File: src/rtl/mem_copy_pkg.sv
// Shared definitions for the memory block-copy engine: default widths and
// the 2-bit FSM state encoding, also used by benches to decode dbgState.
package mem_copy_pkg;

  localparam int ADDR_WIDTH = 16;
  localparam int DATA_WIDTH = 16;

  localparam logic [1:0] IDLE  = 2'd0;
  localparam logic [1:0] READ  = 2'd1;
  localparam logic [1:0] WRITE = 2'd2;
  localparam logic [1:0] DONE  = 2'd3;

endpackage

File: src/rtl/mem_copy_engine_if.sv
// Memory port bundle between the copy engine (master) and the single-port
// data memory (slave).
//
// Port semantics: there is no valid/ready handshake on this port. The master
// presents memAddress every cycle; with memWriteEnable=1 the memory stores
// memDataIn at memAddress on the rising edge. The memory always registers
// mem[memAddress] onto memDataOut at the rising edge, so read data is valid
// in the cycle after the address was presented.
interface mem_copy_engine_if #(
  parameter int ADDR_WIDTH = 16,
  parameter int DATA_WIDTH = 16
);

  logic [ADDR_WIDTH-1:0] memAddress;
  logic [DATA_WIDTH-1:0] memDataIn;
  logic                  memWriteEnable;
  logic [DATA_WIDTH-1:0] memDataOut;

  modport master (
    output memAddress,
    output memDataIn,
    output memWriteEnable,
    input  memDataOut
  );

  modport slave (
    input  memAddress,
    input  memDataIn,
    input  memWriteEnable,
    output memDataOut
  );

endinterface

File: src/rtl/mem_copy_engine.sv
// Block-copy initiator for the 16-bit single-port data memory. Reads `length`
// words from srcAddr upward and writes them to dstAddr upward, one word every
// two cycles (READ then WRITE). Address arithmetic wraps modulo 2^ADDR_WIDTH.
// Optional feature macro: MEM_COPY_FILL_EN adds fill/fillValue inputs; with
// fill=1 the engine skips READ and writes fillValue at one word per cycle.
// dbgState exposes the FSM state (mem_copy_pkg encoding) for observation.
module mem_copy_engine
  import mem_copy_pkg::*;
#(
  parameter int ADDR_WIDTH = mem_copy_pkg::ADDR_WIDTH,
  parameter int DATA_WIDTH = mem_copy_pkg::DATA_WIDTH
) (
  input  logic                  clk,
  input  logic                  resetN,
  input  logic                  start,
  input  logic [ADDR_WIDTH-1:0] srcAddr,
  input  logic [ADDR_WIDTH-1:0] dstAddr,
  input  logic [ADDR_WIDTH-1:0] length,
`ifdef MEM_COPY_FILL_EN
  input  logic                  fill,
  input  logic [DATA_WIDTH-1:0] fillValue,
`endif
  output logic                  busy,
  output logic                  done,
  output logic [1:0]            dbgState,
  mem_copy_engine_if.master     memBus
);

  logic [1:0]            state;
  logic [ADDR_WIDTH-1:0] src;
  logic [ADDR_WIDTH-1:0] dst;
  logic [ADDR_WIDTH-1:0] remaining;

`ifdef MEM_COPY_FILL_EN
  logic                  fillMode;
  logic [DATA_WIDTH-1:0] fillData;
`endif

  // The write after the last word goes to DONE; otherwise back to READ (or
  // straight to another WRITE when filling).
  logic lastWord;
  assign lastWord = (remaining == ADDR_WIDTH'(1));

  // FSM and the src/dst/remaining counters; reset aborts any copy at once.
  always_ff @(posedge clk or negedge resetN) begin
    if (!resetN) begin
      state     <= IDLE;
      src       <= '0;
      dst       <= '0;
      remaining <= '0;
`ifdef MEM_COPY_FILL_EN
      fillMode  <= 1'b0;
      fillData  <= '0;
`endif
    end else begin
      case (state)
        IDLE: begin
          if (start) begin
            src       <= srcAddr;
            dst       <= dstAddr;
            remaining <= length;
`ifdef MEM_COPY_FILL_EN
            fillMode  <= fill;
            fillData  <= fillValue;
            if (length == '0)  state <= DONE;
            else if (fill)     state <= WRITE;
            else               state <= READ;
`else
            state     <= (length == '0) ? DONE : READ;
`endif
          end
        end
        READ: begin
          state <= WRITE;
        end
        WRITE: begin
          src       <= src + ADDR_WIDTH'(1);
          dst       <= dst + ADDR_WIDTH'(1);
          remaining <= remaining - ADDR_WIDTH'(1);
`ifdef MEM_COPY_FILL_EN
          if (lastWord)      state <= DONE;
          else if (fillMode) state <= WRITE;
          else               state <= READ;
`else
          state <= lastWord ? DONE : READ;
`endif
        end
        DONE: begin
          state <= IDLE;
        end
        default: begin
          state <= IDLE;
        end
      endcase
    end
  end

  // Memory port drive decoded from state; write data is the memory's read
  // data passed straight through (or the captured fill word).
  always_comb begin
    memBus.memAddress     = '0;
    memBus.memDataIn      = '0;
    memBus.memWriteEnable = 1'b0;
    case (state)
      READ: begin
        memBus.memAddress = src;
      end
      WRITE: begin
        memBus.memAddress     = dst;
        memBus.memWriteEnable = 1'b1;
`ifdef MEM_COPY_FILL_EN
        memBus.memDataIn      = fillMode ? fillData : memBus.memDataOut;
`else
        memBus.memDataIn      = memBus.memDataOut;
`endif
      end
      default: begin
        memBus.memAddress = '0;
      end
    endcase
  end

  assign busy     = (state != IDLE);
  assign done     = (state == DONE);
  assign dbgState = state;

endmodule

File: src/flat_wrapper.sv
// flat-port wrapper written by rule: the top's interface ports become plain ports
module mem_copy_engine_flat import mem_copy_pkg::*;
#(
  parameter int ADDR_WIDTH = mem_copy_pkg::ADDR_WIDTH,
  parameter int DATA_WIDTH = mem_copy_pkg::DATA_WIDTH
)
  (clk, resetN, start, srcAddr, dstAddr, length, busy, done, dbgState, memBus_memAddress, memBus_memDataIn, memBus_memWriteEnable, memBus_memDataOut);
  mem_copy_engine_if #(.ADDR_WIDTH(ADDR_WIDTH), .DATA_WIDTH(DATA_WIDTH)) memBus_i ();
  input  logic clk;
  input  logic resetN;
  input  logic start;
  input  logic [ADDR_WIDTH-1:0] srcAddr;
  input  logic [ADDR_WIDTH-1:0] dstAddr;
  input  logic [ADDR_WIDTH-1:0] length;
  output logic busy;
  output logic done;
  output logic [1:0] dbgState;
  output wire logic [$bits(memBus_i.memAddress)-1:0] memBus_memAddress;
  output wire logic [$bits(memBus_i.memDataIn)-1:0] memBus_memDataIn;
  output wire logic [$bits(memBus_i.memWriteEnable)-1:0] memBus_memWriteEnable;
  input wire logic [$bits(memBus_i.memDataOut)-1:0] memBus_memDataOut;
  assign memBus_memAddress = memBus_i.memAddress;
  assign memBus_memDataIn = memBus_i.memDataIn;
  assign memBus_memWriteEnable = memBus_i.memWriteEnable;
  assign memBus_i.memDataOut = memBus_memDataOut;
  mem_copy_engine #(.ADDR_WIDTH(ADDR_WIDTH), .DATA_WIDTH(DATA_WIDTH)) u_core (.clk(clk), .resetN(resetN), .start(start), .srcAddr(srcAddr), .dstAddr(dstAddr), .length(length), .busy(busy), .done(done), .dbgState(dbgState), .memBus(memBus_i));
endmodule
File: config.mk
export PLATFORM = sky130hd
export DESIGN_NAME = mem_copy_engine_flat
export DESIGN_NICKNAME = d
export VERILOG_FILES = /design/src/rtl/mem_copy_pkg.sv /design/src/rtl/mem_copy_engine_if.sv /design/src/rtl/mem_copy_engine.sv /design/src/flat_wrapper.sv
export SDC_FILE = /design/constraint.sdc
export NUM_CORES = 1
export LEC_CHECK = 0
export CORE_MARGIN = 3
export CORE_UTILIZATION = 43
export DETAILED_ROUTE_END_ITERATION = 8
export PLACE_DENSITY_LB_ADDON = 0.2
export SETUP_SLACK_MARGIN = 0.15
export SLEW_MARGIN = 40
export SYNTH_ARGS = -nofsm -noshare
export SYNTH_HDL_FRONTEND = slang
export SYNTH_SLANG_ARGS = --single-unit
File: constraint.sdc
create_clock -name clk -period 1.8 [get_ports clk]
set_input_delay 0.18 -clock clk [delete_from_list [all_inputs] [get_ports clk]]
set_output_delay 0.18 -clock clk [all_outputs]
set_load 0.02 [all_outputs]
==> metrics.yaml <==
global_route:
  grt_antenna_before_repair: 0
  grt_pass1_vias: 4113
  grt_usage_pct: 30.2
  grt-ovfl-total: 0
  grt_max_degree: 23
  grt_pass1_wl_um: 21100
sta:
  setup-tns-final_ns: -6.93
  slew_headroom_pct: 65.5
  skew_ns: 0.00920
  setup_viol: 76
  slew_viol_final: 0
  layout_min_cycle_time_ns: 2.10
  fmax_ghz: 0.477
  finalHoldViolCount: 0
  grt_setup_unrepaired: "yes"
  fin_ws_ns: -0.298
  period_share_pct: 117
  tightest_slew_ns: 0.516
place:
  dp.final_hpwl_um: 8420
  gp_congestion: 0.908
  io_buffers: 103
  placed_area_mm2: 0.00503
clock_tree:
  cts.sinks: 50
  clock_latency_ns: 0.33
  cts_tree: "done"
  numCtsBuffers: 5
  htree_levels: 2
  clkSlewWorstSetupHoldPaths_ns: 0.10
  cts_root_buf: "clkbuf_8"
  cts_buffer_depth: 2
worst_setup_path:
  required_ns: 2.02
  critical_path_arrival_ns: 2.32
  cp-start-kind: "flop"
  critPathKind: "reg -> reg"
  critical_path_peak_fanout: 5
  end_kind: "flop"
cells_and_area:
  drive_gt1_share_pct: 52.0
  antenna_cells: 0
  areaGrowthSynthToFinish_pct: 101
  stdcell_area_mm2: 0.00692
  nets: 701
  final_cell_mix: "65 x clkdlybuf4s50_1, 57 x buf_6, 54 x buf_4, 45 x dfrtp_1, 27 x a21oi_1"
  final_common_cell: "clkdlybuf4s50_1"
logic_synthesis:
  yosysSeqAreaShare_pct: 36.3
  synth.avg_cell_area_um2: 8.04
  yosysWarnings: 0
  synth_cells: 429
  synth_area_mm2: 0.00345
  syn_nets: 504
  async_reset_ff_share_pct: 100
  synth-main-ff-cell: "dfrtp_1"
  ys_types: 46
  synth_edf_count: 0
  synth_seq_cells: 50
die:
  dieWidth_um: 95.6
  io_pins: 104
  fp.dieH_um: 95.6
  initial_core_util_pct: 44.4
  num_rows: 32
  core_area_mm2: 0.00777
  die_area_mm2: 0.00913
pwr:
  power_density_mw_per_mm2: 2190
  vdd_drop_max_mv: 1.05
  p_leak_nw: 2.81
outcome:
  status: "finished, violations left"
  violations: "negative setup slack"
route:
  drtPass1Iterations: 6
  ant_nets: 0
  drtIter0Drc: 559
  via_count: 5175
  routedWlPerCell_um: 27.2
  totalWireLength_um: 19800
  drc_errors: 0
  via_per_inst: 7.10
job:
  drv_cap: 0
hold_path:
  holdCritPathClass: "in -> async"
through the flow:
step / utilization (%) / std cells / hold slack (ns) / power (mW) / setup slack, ns
finish: 89.1 / 729 / 0.319 / 15.1 / -0.298
global placement: 64.8 / 647 / 0.130 / 8.38 / -0.0473
CTS: 77.1 / 691 / 0.322 / 11.6 / -0.0864
global route: 89.1 / 729 / 0.325 / 15.5 / -0.302
detailed placement: 64.8 / 647 / 0.126 / 8.57 / -0.103
floorplan: - / 429 / -0.116 / 6.48 / -0.0771
layer usage:
| metal | track usage, % | wire [um] |
|---|---|---|
| met3 | 6.08 | 2630 |
| met2 | 49.9 | 9040 |
| met5 | 0 | 0 |
| met1 | 39.1 | 6540 |
| met4 | 10.4 | 1630 |
power breakdown:
group          leakage, nW  total (mW)  switching [mW]  internal (mW)
sequential           0.577        2.98            1.25           1.73
combinational         2.19        11.4            5.49           5.96
clock               0.0452       0.719           0.443          0.276
synth_stat cells (5+ instances only):
cell,instances,area [um^2]
a22oi_1,15,113
inv_1,9,33.8
nand2_1,27,101
a21oi_1,46,230
o22ai_1,34,213
nor3_1,7,35.0
and2_1,18,113
o21ai_0,28,140
ha_1,8,100
nand3_1,30,150
nor4_1,7,43.8
dfrtp_1,50,1250
nand4_1,14,87.6
mux2i_1,8,80.1
buf_1,5,18.8
nor2b_1,14,87.6
nand2b_1,5,31.3
and3_1,7,43.8
a31oi_1,7,43.8
clkbuf_1,27,101
nor2_1,23,86.3
final timing paths:
path                                                  startpoint                               end  slack (ns)  cells after the start
worst min-delay path                                      resetN         u_core.dst[3]$_DFFE_PN0P_        0.32                      2
worst min register to register  u_core.remaining[13]$_DFFE_PN0P_  u_core.remaining[13]$_DFFE_PN0P_        0.59                      1
min in group clk                                      srcAddr[8]         u_core.src[8]$_DFFE_PN0P_        0.45                      3
worst max-delay path                   u_core.src[5]$_DFFE_PN0P_        u_core.src[15]$_DFFE_PN0P_       -0.30                      6
worst max register to register         u_core.src[5]$_DFFE_PN0P_        u_core.src[15]$_DFFE_PN0P_       -0.30                      6
max in group asynchronous                                 resetN    u_core.dbgState[0]$_DFFE_PN0P_        0.93                      3
flip-flops by register name, summed over array words and instances, names as in the netlist:
register,count
u_core.remaining,16
u_core.src,16
u_core.dbgState,2
u_core.dst,16
area by class of cell:
type                            instances  area [um^2]
Fill cell                             298          846
Timing Repair Buffer                  222         2570
Multi-Input combinational cell        338         2840
Clock inverter                          2         13.8
Clock buffer                            6         72.6
Tap cell                              102          128
Inverter                                9         42.5
Sequential cell                        50         1260
critical path: stages, from the launching register on:
cell     delay [ns]
dfrtp_1        0.57
nand3_1        0.28
nor4_1         0.34
buf_4          0.19
nand4_1        0.19
mux2i_2        0.32
a21oi_2        0.09
logic make-up (layout without fill, tap and decap cells):
kind of cell	Yosys count	count (layout)	share of synthesized area, %
flops	50	50	36.3
fa+ha+maj	8	8	2.90
mux	9	9	2.65
simple gates	163	164	25.7
compound gates	157	157	27.9
buf+inv	42	239	4.61
what timing repair did:
action	4_1_cts	5_1_grt
setup buffers	26	33
hold buffers	1	0
gates cloned	9	5
hold endpoints to repair	12	0
pin swaps	33	57
endpoints found under the setup margin	82	85
resized for setup	259	168
Note: power is estimated with default switching activity, not from simulation.
